File: src/rtl/ahb_mtx_err_slave.sv
// AHB error slave: answers every accepted transfer with a two-cycle ERROR, keeps a
// saturating error count and IRQ. Define AHB_MTX_ERR_CAPTURE_EN to add first-error capture.
module ahb_mtx_err_slave #(
  parameter int NUM_SEL     = 1,
  parameter int ADDR_WIDTH  = 32,
  parameter int WAIT_STATES = 0,
  parameter int CNT_WIDTH   = 8,
  localparam int SEL_W      = (NUM_SEL > 1) ? $clog2(NUM_SEL) : 1
) (
  input  logic                  HCLK,
  input  logic                  HRESETn,
  input  logic [NUM_SEL-1:0]    HSEL,
  input  logic [ADDR_WIDTH-1:0] HADDR,
  input  logic [1:0]            HTRANS,
  input  logic                  HWRITE,
  input  logic                  HREADY,
  output logic                  HREADYOUT,
  output logic [1:0]            HRESP,
  input  logic                  ERR_CLR,
  output logic [CNT_WIDTH-1:0]  ERR_COUNT,
  output logic                  ERR_IRQ
`ifdef AHB_MTX_ERR_CAPTURE_EN
  ,
  output logic [ADDR_WIDTH-1:0] ERR_ADDR,
  output logic [SEL_W-1:0]      ERR_SEL_ID,
  output logic                  ERR_WRITE
`endif
);

  typedef enum logic [1:0] {IDLE, WAIT, ERR1, ERR2} state_t;

  localparam logic [3:0] WAIT_LOAD  = 4'(WAIT_STATES);
  localparam logic [1:0] RESP_OKAY  = 2'b00;
  localparam logic [1:0] RESP_ERROR = 2'b01;

  state_t               state_reg;
  logic [3:0]           wait_cnt_reg;
  logic                 hreadyout_reg;
  logic [1:0]           hresp_reg;
  logic [CNT_WIDTH-1:0] err_count_reg;
  logic                 err_irq_reg;

  logic accept;
  logic addr_phase;
  logic err1_entry;
  logic cnt_full;
  logic unused_ok;

  assign accept     = HREADY & (|HSEL) & HTRANS[1];
  assign addr_phase = (state_reg == IDLE) || (state_reg == ERR2);
  assign err1_entry = (addr_phase && accept && (WAIT_LOAD == 4'd0)) ||
                      ((state_reg == WAIT) && (wait_cnt_reg == 4'd1));
  assign cnt_full   = &err_count_reg;

  always_ff @(posedge HCLK or negedge HRESETn) begin
    if (!HRESETn) begin
      state_reg     <= IDLE;
      wait_cnt_reg  <= 4'd0;
      hreadyout_reg <= 1'b1;
      hresp_reg     <= RESP_OKAY;
    end else begin
      case (state_reg)
        IDLE, ERR2: begin
          if (accept) begin
            hreadyout_reg <= 1'b0;
            if (WAIT_LOAD == 4'd0) begin
              state_reg    <= ERR1;
              wait_cnt_reg <= 4'd0;
              hresp_reg    <= RESP_ERROR;
            end else begin
              state_reg    <= WAIT;
              wait_cnt_reg <= WAIT_LOAD;
              hresp_reg    <= RESP_OKAY;
            end
          end else begin
            state_reg     <= IDLE;
            hreadyout_reg <= 1'b1;
            hresp_reg     <= RESP_OKAY;
          end
        end
        WAIT: begin
          wait_cnt_reg <= wait_cnt_reg - 4'd1;
          if (wait_cnt_reg == 4'd1) begin
            state_reg <= ERR1;
            hresp_reg <= RESP_ERROR;
          end
        end
        ERR1: begin
          state_reg     <= ERR2;
          hreadyout_reg <= 1'b1;
          hresp_reg     <= RESP_ERROR;
        end
        default: begin
          state_reg     <= IDLE;
          hreadyout_reg <= 1'b1;
          hresp_reg     <= RESP_OKAY;
        end
      endcase
    end
  end

  // A clear coinciding with a new error leaves that error counted.
  always_ff @(posedge HCLK or negedge HRESETn) begin
    if (!HRESETn) begin
      err_count_reg <= '0;
      err_irq_reg   <= 1'b0;
    end else begin
      err_irq_reg <= |err_count_reg;
      if (ERR_CLR) begin
        err_count_reg <= err1_entry ? CNT_WIDTH'(1) : '0;
      end else if (err1_entry && !cnt_full) begin
        err_count_reg <= err_count_reg + CNT_WIDTH'(1);
      end
    end
  end

  assign HREADYOUT = hreadyout_reg;
  assign HRESP     = hresp_reg;
  assign ERR_COUNT = err_count_reg;
  assign ERR_IRQ   = err_irq_reg;

`ifdef AHB_MTX_ERR_CAPTURE_EN
  logic [ADDR_WIDTH-1:0] pend_addr_reg;
  logic [SEL_W-1:0]      pend_id_reg;
  logic                  pend_write_reg;
  logic [ADDR_WIDTH-1:0] cap_addr_reg;
  logic [SEL_W-1:0]      cap_id_reg;
  logic                  cap_write_reg;
  logic [SEL_W-1:0]      sel_id;
  logic [ADDR_WIDTH-1:0] src_addr;
  logic [SEL_W-1:0]      src_id;
  logic                  src_write;

  // HSEL is one-hot, so OR-ing the indices of set bits yields the encoded index.
  always_comb begin
    sel_id = '0;
    for (int i = 0; i < NUM_SEL; i++) begin
      if (HSEL[i]) sel_id = sel_id | SEL_W'(i);
    end
  end

  // With wait states the error lands cycles after the address phase, so use the held copy.
  assign src_addr  = (state_reg == WAIT) ? pend_addr_reg  : HADDR;
  assign src_id    = (state_reg == WAIT) ? pend_id_reg    : sel_id;
  assign src_write = (state_reg == WAIT) ? pend_write_reg : HWRITE;

  always_ff @(posedge HCLK or negedge HRESETn) begin
    if (!HRESETn) begin
      pend_addr_reg  <= '0;
      pend_id_reg    <= '0;
      pend_write_reg <= 1'b0;
      cap_addr_reg   <= '0;
      cap_id_reg     <= '0;
      cap_write_reg  <= 1'b0;
    end else begin
      if (addr_phase && accept) begin
        pend_addr_reg  <= HADDR;
        pend_id_reg    <= sel_id;
        pend_write_reg <= HWRITE;
      end
      if (ERR_CLR) begin
        cap_addr_reg  <= err1_entry ? src_addr  : '0;
        cap_id_reg    <= err1_entry ? src_id    : '0;
        cap_write_reg <= err1_entry ? src_write : 1'b0;
      end else if (err1_entry && (err_count_reg == '0)) begin
        cap_addr_reg  <= src_addr;
        cap_id_reg    <= src_id;
        cap_write_reg <= src_write;
      end
    end
  end

  assign ERR_ADDR   = cap_addr_reg;
  assign ERR_SEL_ID = cap_id_reg;
  assign ERR_WRITE  = cap_write_reg;
  assign unused_ok  = &{1'b0, HTRANS[0]};
`else
  assign unused_ok  = &{1'b0, HTRANS[0], HADDR, HWRITE};
`endif

endmodule

File: config.mk
export PLATFORM = sky130hd
export DESIGN_NAME = ahb_mtx_err_slave
export DESIGN_NICKNAME = d
export VERILOG_FILES = /design/src/rtl/ahb_mtx_err_slave.sv
export SDC_FILE = /design/constraint.sdc
export NUM_CORES = 1
export LEC_CHECK = 0
export BUFFER_PORTS_ARGS = -buffer_cell sky130_fd_sc_hd__buf_2
export CAP_MARGIN = 10
export CORE_UTILIZATION = 43
export DETAILED_ROUTE_END_ITERATION = 12
export PLACE_DENSITY = 0.78
export SLEW_MARGIN = 20
export SYNTH_ARGS = -nofsm -noshare
export SYNTH_HDL_FRONTEND = slang
export SYNTH_SLANG_ARGS = --single-unit
File: constraint.sdc
create_clock -name HCLK -period 2.99 [get_ports HCLK]
set_input_delay 0.598 -clock HCLK [delete_from_list [all_inputs] [get_ports HCLK]]
set_output_delay 0.598 -clock HCLK [all_outputs]
set_load 0.03 [all_outputs]
==> results by group <==
Power and ir drop
  • Cell Int Power: 489.0 uW
  • Sw power: 314.2 uW
  • Maximum vdd drop: 0.6131 mV
  • Register share of total power: 0.379
  • Leakage: 0.5112 nW
  • PD cells: 761.5 nW/um^2
  • Sw Share: 0.3912
  • Clock power share: 0.176
  • Comb power frac: 0.445

Final layout
  • Diode count: 0
  • Area Growth Syn to Fin: 11.95%
  • Nets: 157
  • Max FFs per register: 8
  • Layout cells sized above 1: 0.2636

Timing
  • Post-route clock period utilization: 0.6554
  • Unrepaired setup endpoints after global routing: no
  • Clock skew: 0.001196 ns
  • Final min period: 1.960 ns
  • Setup tns final: 0 ns
  • Final setup violation count: 0
  • Pins Over Slew Limit: 0
  • Final WS setup: 1.030 ns
  • Endpoints failing hold: 0
  • Peak Freq: 510.3 MHz

Global route
  • Pin count of the biggest net entering global routing: 17
  • Initial antenna violation count: 0
  • First-pass GRT wire length: 3180 um
  • Total GRT Usage: 0.1708
  • GRT overflow: 0
  • Vias in the first global route: 706

CTS
  • CTS Sinks: 16
  • # Post-CTS Setup Buffers: 0
  • Clock transition at path regs: 0.09 ns
  • Clock Latency Late Sink: 0.28 ns
  • Num CTS Buffers: 3
  • Post-CTS Resized: 0
  • Post-CTS Hold Fix Bufs: 0
  • CTS root buf: clkbuf_4
  • CTS tree: built
  • # H-tree levels: 1
  • Clock buffer depth: 2

Synth
  • #FFs+latches synth: 16
  • Synthesized area per cell: 9.917 um^2
  • Top-area cell type share of the netlist area: 0.3984
  • Synth warnings: 0
  • Share of flip-flops with an asynchronous set or reset: 1.000
  • Most frequent cells after synthesis: dfrtp_1, a21oi_1, inv_1, nand2_1
  • Post-synth top area cell: dfrtp_1
  • Most frequent cell after synthesis: dfrtp_1
  • Syn nets: 141
  • Post-synthesis cell type count: 30
  • Synthesized netlist cell count: 95
  • Synthesized area: 942.2 um^2
  • Synth Flop Type: dfrtp_1
  • Area contributors post-synth: dfrtp_1, ha_1, a21oi_1, mux2_2, nand3_1
  • Sequential fraction of the synthesis area: 0.4263
  • Post-synth EDFFs: 0

Worst setup path
  • Critical path class: reg2reg
  • Crit end category: register
  • CP max FO: 15
  • Startpoint Class: register
  • Critical path required time: 3.20 ns
  • Critical Path AT: 2.17 ns

Floorplanning
  • Starting density of the core: 0.4706
  • I/O pin cnt: 52
  • Die Span X: 48.81 um
  • DIE HEIGHT: 48.81 um
  • Die ar.: 2382 um^2
  • Core area: 2002 um^2
  • Core Rows: 16

Route
  • Avg Vias per Cell: 5.526
  • Vias post-DR: 757
  • Iter 0 DRT Violations: 8
  • Post-Route WL: 1764 um
  • Drt drc: 0
  • Routed WL per cell: 12.88 um
  • Total iterations of the first detailed-routing run: 4
  • DRT antenna net count: 0

Placement
  • Post-DP HPWL: 1351 um
  • Pre-CTS setup slack: 1.021 ns
  • Gpl congestion: 0.7461
  • I/O Buffers: 16

Worst hold path
  • Hold Path Class: in2async

Outcome
  • Status: finished, final reports clean

Flow run
  • # Max-Cap Violations: 0
worst max-delay path: stages, from the launching register on:
cell	delay, ns
dfrtp_1	0.40
inv_1	0.06
ha_1	0.37
and4_1	0.28
o22ai_4	0.15
or4_1	0.49
a21oi_1	0.15
layout make-up:
class	count	area, um^2
fill	200	947.2
multi-input combinational	66	473.0
sequential	16	401.6
clock buffer	4	36.28
tap	27	33.78
timing repair buffer	16	80.08
inverter	8	30.03
routing by layer:
layer  GRT usage  wire (um)  up-vias
met2      0.3009        905       15
met5           0          0        -
met3     0.02804         63        2
met1      0.2036        785      367
met4     0.07353          9        0
li1            -          -      373
final timing paths:
path | endpoint | slack, ns | from | depth (start not counted)
max | ERR_COUNT[5] | 1.03 | state_reg[1] | 6
min | ERR_IRQ | 0.22 | HRESETn | 1
max reg2reg | ERR_COUNT[5] | 1.03 | state_reg[1] | 6
min reg2reg | HREADYOUT | 0.48 | HREADYOUT | 2
max in group asynchronous | HREADYOUT | 2.46 | HRESETn | 1
min in group HCLK | HREADYOUT | 0.48 | HREADYOUT | 2
power groups by stage:
| stage | Sequential (mW) | Clock, mW | Combinational, mW |
|---|---|---|---|
| finish | 0.304 | 0.141 | 0.358 |
| floorplan | 0.328 | 0 | 0.271 |
| CTS | 0.305 | 0.149 | 0.360 |
| global placement | 0.305 | 0 | 0.337 |
| detailed placement | 0.309 | 0 | 0.360 |
| global route | 0.312 | 0.157 | 0.404 |
layout by cell type, fill, tap and decap left out, types with 3 or more instances in the layout:
master	count
or3_1	4
a21oi_1	9
clkbuf_4	3
ha_1	6
mux2_2	4
nand2_1	8
o31ai_1	3
buf_2	16
o21ai_0	4
or4_1	3
nor2_1	4
inv_1	8
dfrtp_1	15
nand3_1	6
through the flow:
step / instances / hold WS [ns] / util / cell area (um^2) / total power [mW]
2_1_floorplan: 95 / 0.3024 / - / 942.2 / 0.5990
3_3_place_gp: 133 / 0.4566 / 0.5088 / 1018 / 0.6412
3_5_place_dp: 133 / 0.4669 / 0.5088 / 1018 / 0.6684
4_1_cts: 137 / 0.2174 / 0.5269 / 1055 / 0.8137
5_1_grt: 137 / 0.2270 / 0.5269 / 1055 / 0.8727
6_report: 137 / 0.2175 / 0.5269 / 1055 / 0.8032
kinds of logic after synthesis:
| group | synth area share |
|---|---|
| simple gates | 0.1992 |
| buf+inv | 0.07171 |
| flops | 0.4263 |
| fa+ha+maj | 0.07968 |
| other cells | 0.003980 |
| compound gates | 0.1607 |
| mux | 0.05843 |
No activity file was read; power rests on OpenSTA's default activity.
